$ cat src/rtl/imem_port_arb.sv
// imem_port_arb
// Arbiter and sequencer for the single-port synchronous instruction memory.
// Shares the memory between the CPU fetch port (read-only) and the
// debug/loader port (read/write). Fetch addresses that are misaligned or out
// of bounds, and debug addresses that are out of bounds, are answered with
// fault responses without touching the memory.
//
// Configuration macro:
//   IMEM_ARB_DBG_PRIO_EN  defined   -> debug always wins memory-port conflicts
//                         undefined -> round-robin on conflicts (default)
//
// Ports:
//   clk, rst                      clock, synchronous active-high reset
//   f_req/f_addr/f_gnt            fetch request handshake (gnt combinational)
//   f_rvalid/f_rdata              fetch response (one cycle after grant)
//   f_exc_en/f_exc_code/f_exc_val fetch fault report (0 misaligned, 1 access)
//   d_req/d_we/d_addr/d_wdata     debug request, d_gnt combinational
//   d_rvalid/d_rdata/d_err        debug response (one cycle after grant)
//   mem_en/mem_we/mem_idx/mem_wdata/mem_rdata  memory port, rdata one cycle late

module imem_port_arb #(
   parameter int MEM_SIZE = 2048,
   parameter int IDX_W    = 11
) (
   input  logic             clk,
   input  logic             rst,
   input  logic             f_req,
   input  logic [63:0]      f_addr,
   output logic             f_gnt,
   output logic             f_rvalid,
   output logic [31:0]      f_rdata,
   output logic             f_exc_en,
   output logic [3:0]       f_exc_code,
   output logic [63:0]      f_exc_val,
   input  logic             d_req,
   input  logic             d_we,
   input  logic [63:0]      d_addr,
   input  logic [31:0]      d_wdata,
   output logic             d_gnt,
   output logic             d_rvalid,
   output logic [31:0]      d_rdata,
   output logic             d_err,
   output logic             mem_en,
   output logic             mem_we,
   output logic [IDX_W-1:0] mem_idx,
   output logic [31:0]      mem_wdata,
   input  logic [31:0]      mem_rdata
);

   localparam logic [31:0] NOP_INSN = 32'h0000_0013;

   // Full-width bounds check: every address bit above the word index must be
   // zero, so high-address aliases of low words are rejected.
   function automatic logic addr_oob(input logic [63:0] addr);
      return |addr[63:IDX_W+2];
   endfunction

   logic f_mis_s, f_oob_s, f_fault_s, d_oob_s;
   logic f_mem_req_s, d_mem_req_s, conflict_s, f_wins_s;
   logic f_gnt_s, d_gnt_s, f_mem_gnt_s, d_mem_gnt_s;
   logic unused_d_lo_s;

   logic        f_rvalid_r, f_mem_r, f_exc_en_r;
   logic [3:0]  f_exc_code_r;
   logic [63:0] f_exc_val_r;
   logic [31:0] f_rdata_r;
   logic        d_rvalid_r, d_rd_r, d_err_r;
   logic [31:0] d_rdata_r;

   assign f_mis_s     = |f_addr[1:0];
   assign f_oob_s     = addr_oob(f_addr);
   assign f_fault_s   = f_mis_s | f_oob_s;
   assign d_oob_s     = addr_oob(d_addr);
   assign unused_d_lo_s = ^d_addr[1:0];

   assign f_mem_req_s = f_req & ~f_fault_s;
   assign d_mem_req_s = d_req & ~d_oob_s;
   assign conflict_s  = f_mem_req_s & d_mem_req_s;

`ifdef IMEM_ARB_DBG_PRIO_EN
   assign f_wins_s = 1'b0;
`else
   logic last_d_r;

   // Round-robin memory: set when debug won the most recent conflict.
   always_ff @(posedge clk) begin
      if (rst) begin
         last_d_r <= 1'b1;
      end else if (conflict_s) begin
         last_d_r <= ~last_d_r;
      end
   end

   assign f_wins_s = last_d_r;
`endif

   // Grant: faulting requests never need the port, so they are always taken.
   always_comb begin
      f_gnt_s = 1'b0;
      d_gnt_s = 1'b0;
      if (rst) begin
         f_gnt_s = 1'b0;
         d_gnt_s = 1'b0;
      end else begin
         f_gnt_s = f_req & (f_fault_s | ~d_mem_req_s | f_wins_s);
         d_gnt_s = d_req & (d_oob_s | ~f_mem_req_s | ~f_wins_s);
      end
   end

   assign f_mem_gnt_s = f_gnt_s & ~f_fault_s;
   assign d_mem_gnt_s = d_gnt_s & ~d_oob_s;

   // Memory port drive; all fields are zero when no access is made.
   always_comb begin
      mem_en    = 1'b0;
      mem_we    = 1'b0;
      mem_idx   = {IDX_W{1'b0}};
      mem_wdata = 32'h0000_0000;
      if (d_mem_gnt_s) begin
         mem_en    = 1'b1;
         mem_we    = d_we;
         mem_idx   = d_addr[IDX_W+1:2];
         mem_wdata = d_we ? d_wdata : 32'h0000_0000;
      end else if (f_mem_gnt_s) begin
         mem_en    = 1'b1;
         mem_idx   = f_addr[IDX_W+1:2];
      end else begin
         mem_en    = 1'b0;
      end
   end

   // Fetch response registers. rdata_r holds fault data immediately and
   // captures memory data at the end of its response cycle so it persists.
   always_ff @(posedge clk) begin
      if (rst) begin
         f_rvalid_r   <= 1'b0;
         f_mem_r      <= 1'b0;
         f_exc_en_r   <= 1'b0;
         f_exc_code_r <= 4'd0;
         f_exc_val_r  <= 64'd0;
         f_rdata_r    <= 32'h0000_0000;
      end else begin
         f_rvalid_r <= f_gnt_s;
         if (f_gnt_s) begin
            f_mem_r      <= ~f_fault_s;
            f_exc_en_r   <= f_fault_s;
            f_exc_code_r <= (f_fault_s && !f_mis_s) ? 4'd1 : 4'd0;
            f_exc_val_r  <= f_fault_s ? f_addr : 64'd0;
         end
         if (f_gnt_s && f_fault_s) begin
            f_rdata_r <= NOP_INSN;
         end else if (f_rvalid_r && f_mem_r) begin
            f_rdata_r <= mem_rdata;
         end
      end
   end

   // Debug response registers, same hold scheme as fetch.
   always_ff @(posedge clk) begin
      if (rst) begin
         d_rvalid_r <= 1'b0;
         d_rd_r     <= 1'b0;
         d_err_r    <= 1'b0;
         d_rdata_r  <= 32'h0000_0000;
      end else begin
         d_rvalid_r <= d_gnt_s;
         if (d_gnt_s) begin
            d_rd_r  <= ~d_oob_s & ~d_we;
            d_err_r <= d_oob_s;
         end
         if (d_gnt_s && (d_oob_s || d_we)) begin
            d_rdata_r <= 32'h0000_0000;
         end else if (d_rvalid_r && d_rd_r) begin
            d_rdata_r <= mem_rdata;
         end
      end
   end

   // A response pending while rst is high is suppressed.
   assign f_gnt      = f_gnt_s;
   assign d_gnt      = d_gnt_s;
   assign f_rvalid   = f_rvalid_r & ~rst;
   assign f_rdata    = (f_rvalid_r && f_mem_r && !rst) ? mem_rdata : f_rdata_r;
   assign f_exc_en   = f_exc_en_r;
   assign f_exc_code = f_exc_code_r;
   assign f_exc_val  = f_exc_val_r;
   assign d_rvalid   = d_rvalid_r & ~rst;
   assign d_rdata    = (d_rvalid_r && d_rd_r && !rst) ? mem_rdata : d_rdata_r;
   assign d_err      = d_err_r;

endmodule

$ cat config.mk
export PLATFORM = sky130hd
export DESIGN_NAME = imem_port_arb
export DESIGN_NICKNAME = d
export VERILOG_FILES = /design/src/rtl/imem_port_arb.sv
export SDC_FILE = /design/constraint.sdc
export NUM_CORES = 1
export LEC_CHECK = 0
export ABC_AREA = 1
export ABC_CLOCK_PERIOD_IN_PS = 1900
export CAP_MARGIN = 10
export CORE_AREA = 2 2 146 148
export CTS_CLUSTER_SIZE = 12
export DETAILED_ROUTE_END_ITERATION = 6
export DIE_AREA = 0 0 148 150
export PLACE_DENSITY = 0.71
export SYNTH_ARGS = -nofsm -noshare
export SYNTH_HDL_FRONTEND = slang
export SYNTH_SLANG_ARGS = --single-unit
$ cat constraint.sdc
create_clock -name clk -period 1.9 [get_ports clk]
set_input_delay 0.285 -clock clk [delete_from_list [all_inputs] [get_ports clk]]
set_output_delay 0.285 -clock clk [all_outputs]
set_load 0.05 [all_outputs]
# Word-level counts from Yosys, hierarchy flattened
# Cells that the tools add are included.
[totals]
regBits = 139
latchBits = 0
ramBits = 0
rom_bits = 0
in_bits = 197
out_inout_bits = 183
elab_cells = 65
n_memories = 0
[classes]
n_addsub = 0
mul = 0
div_mod_pow = 0
magnitude_cmp = 0
n_eq_ne = 0
shift = 0
mux = 15
bitwise_logic = 22
n_reduce_logical = 16
[ops]
columns = ["op", "n"]
rows = [
  ["$mux W32", 4],
  ["$reduce_or A51 Y1", 2],
  ["$mux W64", 1],
  ["$mux W11", 2],
  ["$and A1 B1 Y1", 10],
  ["$mux W5", 2],
  ["$logic_and A1 B1 Y1", 7],
  ["$not A1 Y1", 7],
  ["$mux W1", 6],
  ["$reduce_or A2 Y1", 3],
  ["$or A1 B1 Y1", 5],
  ["$logic_not A1 Y1", 2],
  ["$reduce_bool A2 Y1", 1],
  ["$logic_or A1 B1 Y1", 1],
]

# Depth between registers and ports, before layout
[depth]
ltp_word = 11
ltp_mapped = 12

# Worst setup path before layout
# Ideal clock, no wire load.
[synth_path]
path_kind = "input -> output"
startpoint = "input port rst"
endpoint = "output port d_gnt"
t_arrival_ns = 2.008
t_required_ns = 1.615
path_slack_ns = -0.393
stages = 3
path_buffers = 1
cell_sequence = "buf_2 -> nor2_1 -> a21boi_0"
[synth_via]
elab_chain_cells = 1
[synth_lines]
columns = ["item", "line", "rtl"]
rows = [
  ["start, declared", "26", "input logic rst,"],
  ["$mux W1", "101", "if (rst) begin"],
  ["end, declared", "39", "output logic d_gnt,"],
]
# Every way passes these cells.

# Worst setup path after layout
[layout_path]
startpoint = "input port f_addr[42]"
endpoint = "output port mem_wdata[29]"
[layout_via]
elab_chain_cells = 11
[layout_lines]
columns = ["item", "line", "rtl"]
rows = [
  ["start, declared", "28", "input logic [63:0] f_addr,"],
  ["$reduce_or A51 Y1", "55", "return |addr[63:IDX_W+2];"],
  ["$or A1 B1 Y1", "72", "assign f_fault_s = f_mis_s | f_oob_s;"],
  ["$not A1 Y1", "76", "assign f_mem_req_s = f_req & ~f_fault_s;"],
  ["$and A1 B1 Y1", "76", ""],
  ["$not A1 Y1", "106", "d_gnt_s = d_req & (d_oob_s | ~f_mem_req_s | ~f_wins_s);"],
  ["$or A1 B1 Y1 (2 in a row)", "106", ""],
  ["$and A1 B1 Y1", "106", ""],
  ["$mux W1", "101", ""],
  ["$and A1 B1 Y1", "111", "assign d_mem_gnt_s = d_gnt_s & ~d_oob_s;"],
  ["$mux W32", "119", "if (d_mem_gnt_s) begin"],
  ["end, declared", "46", "output logic [31:0] mem_wdata,"],
]
# Every way passes these cells.

==> impl_metrics.json <==
{
  "drive_gt1_frac": 0.376,
  "cts-root-buf": "clkbuf_16",
  "seq_area_sq_mm": 0.00273,
  "antenna_found_initial": 2,
  "slew_viol_final": 0,
  "postSynthAreaPerCell_sq_um": 6.56,
  "fin_crit_sh": 1.15,
  "tritoncts": "yes",
  "first_pass_iters": 5,
  "stdcell_area_sq_mm": 0.0140,
  "drt.antenna.violating_nets": 0,
  "tightest_slew_ps": 661,
  "layout_setup_ws_ps": -290,
  "wl_per_cell_um": 18.6,
  "start_kind": "input pin",
  "die_w_um": 148,
  "drc_errors": 0,
  "crit_arrival_ps": 1910,
  "rsz0062_at_grt": "true",
  "crit_path_end_kind": "output pin",
  "fillerInstances": 1623,
  "postLayoutCoreUtil": 0.679,
  "maxCapViolations": 0,
  "core-area_sq_mm": 0.0207,
  "max-clock-path-buffers": 2,
  "area_growth_pct": 112,
  "layout.cells.most_common_list": "nand2_1 (184), dfxtp_1 (132), buf_12 (128)",
  "hold_buffers": 0,
  "use_met2": 0.481,
  "p_leak_nw": 5.96,
  "die_area_sq_mm": 0.0222,
  "outcome": "complete, but fails checks",
  "finalWirelength_um": 31900,
  "syn_inst": 1009,
  "clock_skew_ps": 12.7,
  "hold_viol": 0,
  "grtUsageTotal": 0.269,
  "clk-insertion-delay-late_ps": 430,
  "gr-usage-met3": 0.0784,
  "max-vdd-ir-drop_uv": 657,
  "place.gp.congestion": 0.863,
  "ys.flop_type": "dfxtp_1",
  "grt_pass1_vias": 8283,
  "avgViaCountPerCell": 4.99,
  "synthMuxAreaShare": 0,
  "vias": 8525,
  "synthXorXnorAreaFrac": 0,
  "async_flop_share": 0,
  "crit_fanout": 8,
  "clkTransAtPathRegs_ps": 60,
  "synth_adder_area_share": 0,
  "syn_area_sq_mm": 0.00662,
  "post_dp_cell_area_sq_mm": 0.0124,
  "gr-max-usage-layer": "met2",
  "finalNetCount": 1616,
  "violations": "setup timing",
  "synth-simple-area-share": 0.292,
  "min_path_type": "in -> reg",
  "synth_top_family_by_area": "simple AND/OR/NAND/NOR gates",
  "cts.sink_count": 136,
  "power_density_mw_per_mm2": 591,
  "synth_seq_area_share": 0.411,
  "cts_buffers": 17,
  "ys_warn_count": 0,
  "fmaxAchievable_ghz": 0.457,
  "met1_usage": 0.290,
  "grt_pass1_wl_um": 46200,
  "synth-edff-count": 0,
  "multi_input_area_sq_mm": 0.00423,
  "setup_viol": 49,
  "crit_required_ps": 1620,
  "slew_headroom": 0.560,
  "path_class": "in -> out",
  "final_common_cell": "nand2_1",
  "io_buffers": 374,
  "synth.distinct_cells": 27,
  "synth_compound_area_frac": 0.178,
  "htree_num_levels": 4,
  "grt_max_degree": 60,
  "initial_utilization": 0.320,
  "die_height_um": 150,
  "rows": 53,
  "fin_crit_ps": 2190,
  "dp_hpwl_um": 22100,
  "ioPinCount": 380,
  "ys_ff_latch": 136,
  "grt-ovfl-total": 0,
  "drtIter0Drc": 442
}
per-stage QoR:
step           TNS (ps)  hold WS, ps  power, mW  worst slack [ps]  cells
6_report         -10970          102       8.30              -290   1709
2_1_floorplan     -4040          428       3.87              -324   1011
3_3_place_gp     -82250          437       4.84              -721   1642
3_5_place_dp     -86140          444       4.85              -736   1642
4_1_cts          -10030         95.9       8.26              -286   1693
5_1_grt          -17210         96.5       8.58              -396   1709
path summary, 6_finish.rpt:
path              slack, ps  depth (start not counted)       start             to
hold reg to reg         460                          2    f_exc_en       f_exc_en
setup / recovery       -290                         14  f_addr[42]  mem_wdata[29]
setup reg to reg        380                          8    f_wins_s  f_exc_val[29]
hold / removal          100                          3  f_addr[49]  f_exc_val[49]
where the power goes:
group | leakage, nW | switching, mW | internal [mW]
clock network | 0.295 | 1.35 | 2.07
registers | 1.11 | 0.0465 | 2.95
logic | 4.56 | 1.08 | 0.812
timing repair:
| action | in CTS | in global routing |
|---|---|---|
| pin swaps | 86 | 77 |
| gates cloned | 6 | 5 |
| endpoints found under the setup margin | 144 | 137 |
| endpoints found under the hold margin | 0 | 0 |
| gates resized for setup | 461 | 179 |
| buffers inserted | 15 | 12 |
critical path, stage by stage:
cell,delay (ps)
buf_6,100
nor2_4,100
nand2_2,60
nor2_2,130
nand2_2,100
nor2_4,150
nand3_4,100
nor2_4,160
nand2_4,90
nand4_4,120
buf_4,140
buf_12,150
nor2_4,60
buf_12,140
synth_stat cells, types with 3 or more instances:
master,count,area [sq um]
buf_2,12,60.1
buf_6,5,56.3
dfxtp_1,136,2720
inv_1,115,432
nor2_1,135,507
nand2_1,219,822
nand3_1,68,340
nand2_2,3,18.8
clkbuf_1,47,176
buf_4,7,52.6
o311ai_0,3,26.3
o21ai_0,93,465
a21oi_1,94,470
o22ai_1,32,200
nor2_2,12,75.1
nand4_1,14,87.6
state kept, by name (all words and copies together) (netlist names):
name	count
d_err	1
f_exc_en	1
d_rd_r	1
f_exc_code	1
d_rdata_r	32
f_rdata_r	32
f_exc_val	64
f_mem_r	1
f_wins_s	1
f_rvalid_r	1
d_rvalid_r	1
cell families (layout without fill, tap and decap cells):
kind of cell | after synthesis | count (layout)
DFF | 136 | 136
other | 1 | 5
buffers and inverters | 188 | 609
AOI/OAI and AO/OA | 224 | 224
and+or+nand+nor | 460 | 460
routing by layer:
metal  vias up  share of wire
met5         -              0
met4         0          0.044
met3        80          0.074
met2       361           0.52
met1      3995           0.36
li1       4089              -
cell type report:
type / count / area share
clock inverters: 14 / 0.0121
diodes: 2 / 0.000356
flip-flops and latches: 136 / 0.194
well taps: 275 / 0.0245
inverters: 117 / 0.0322
clock buffers: 18 / 0.0306
multi-input cells: 687 / 0.301
repair buffers: 460 / 0.405
(Power assumes the default switching activity.)
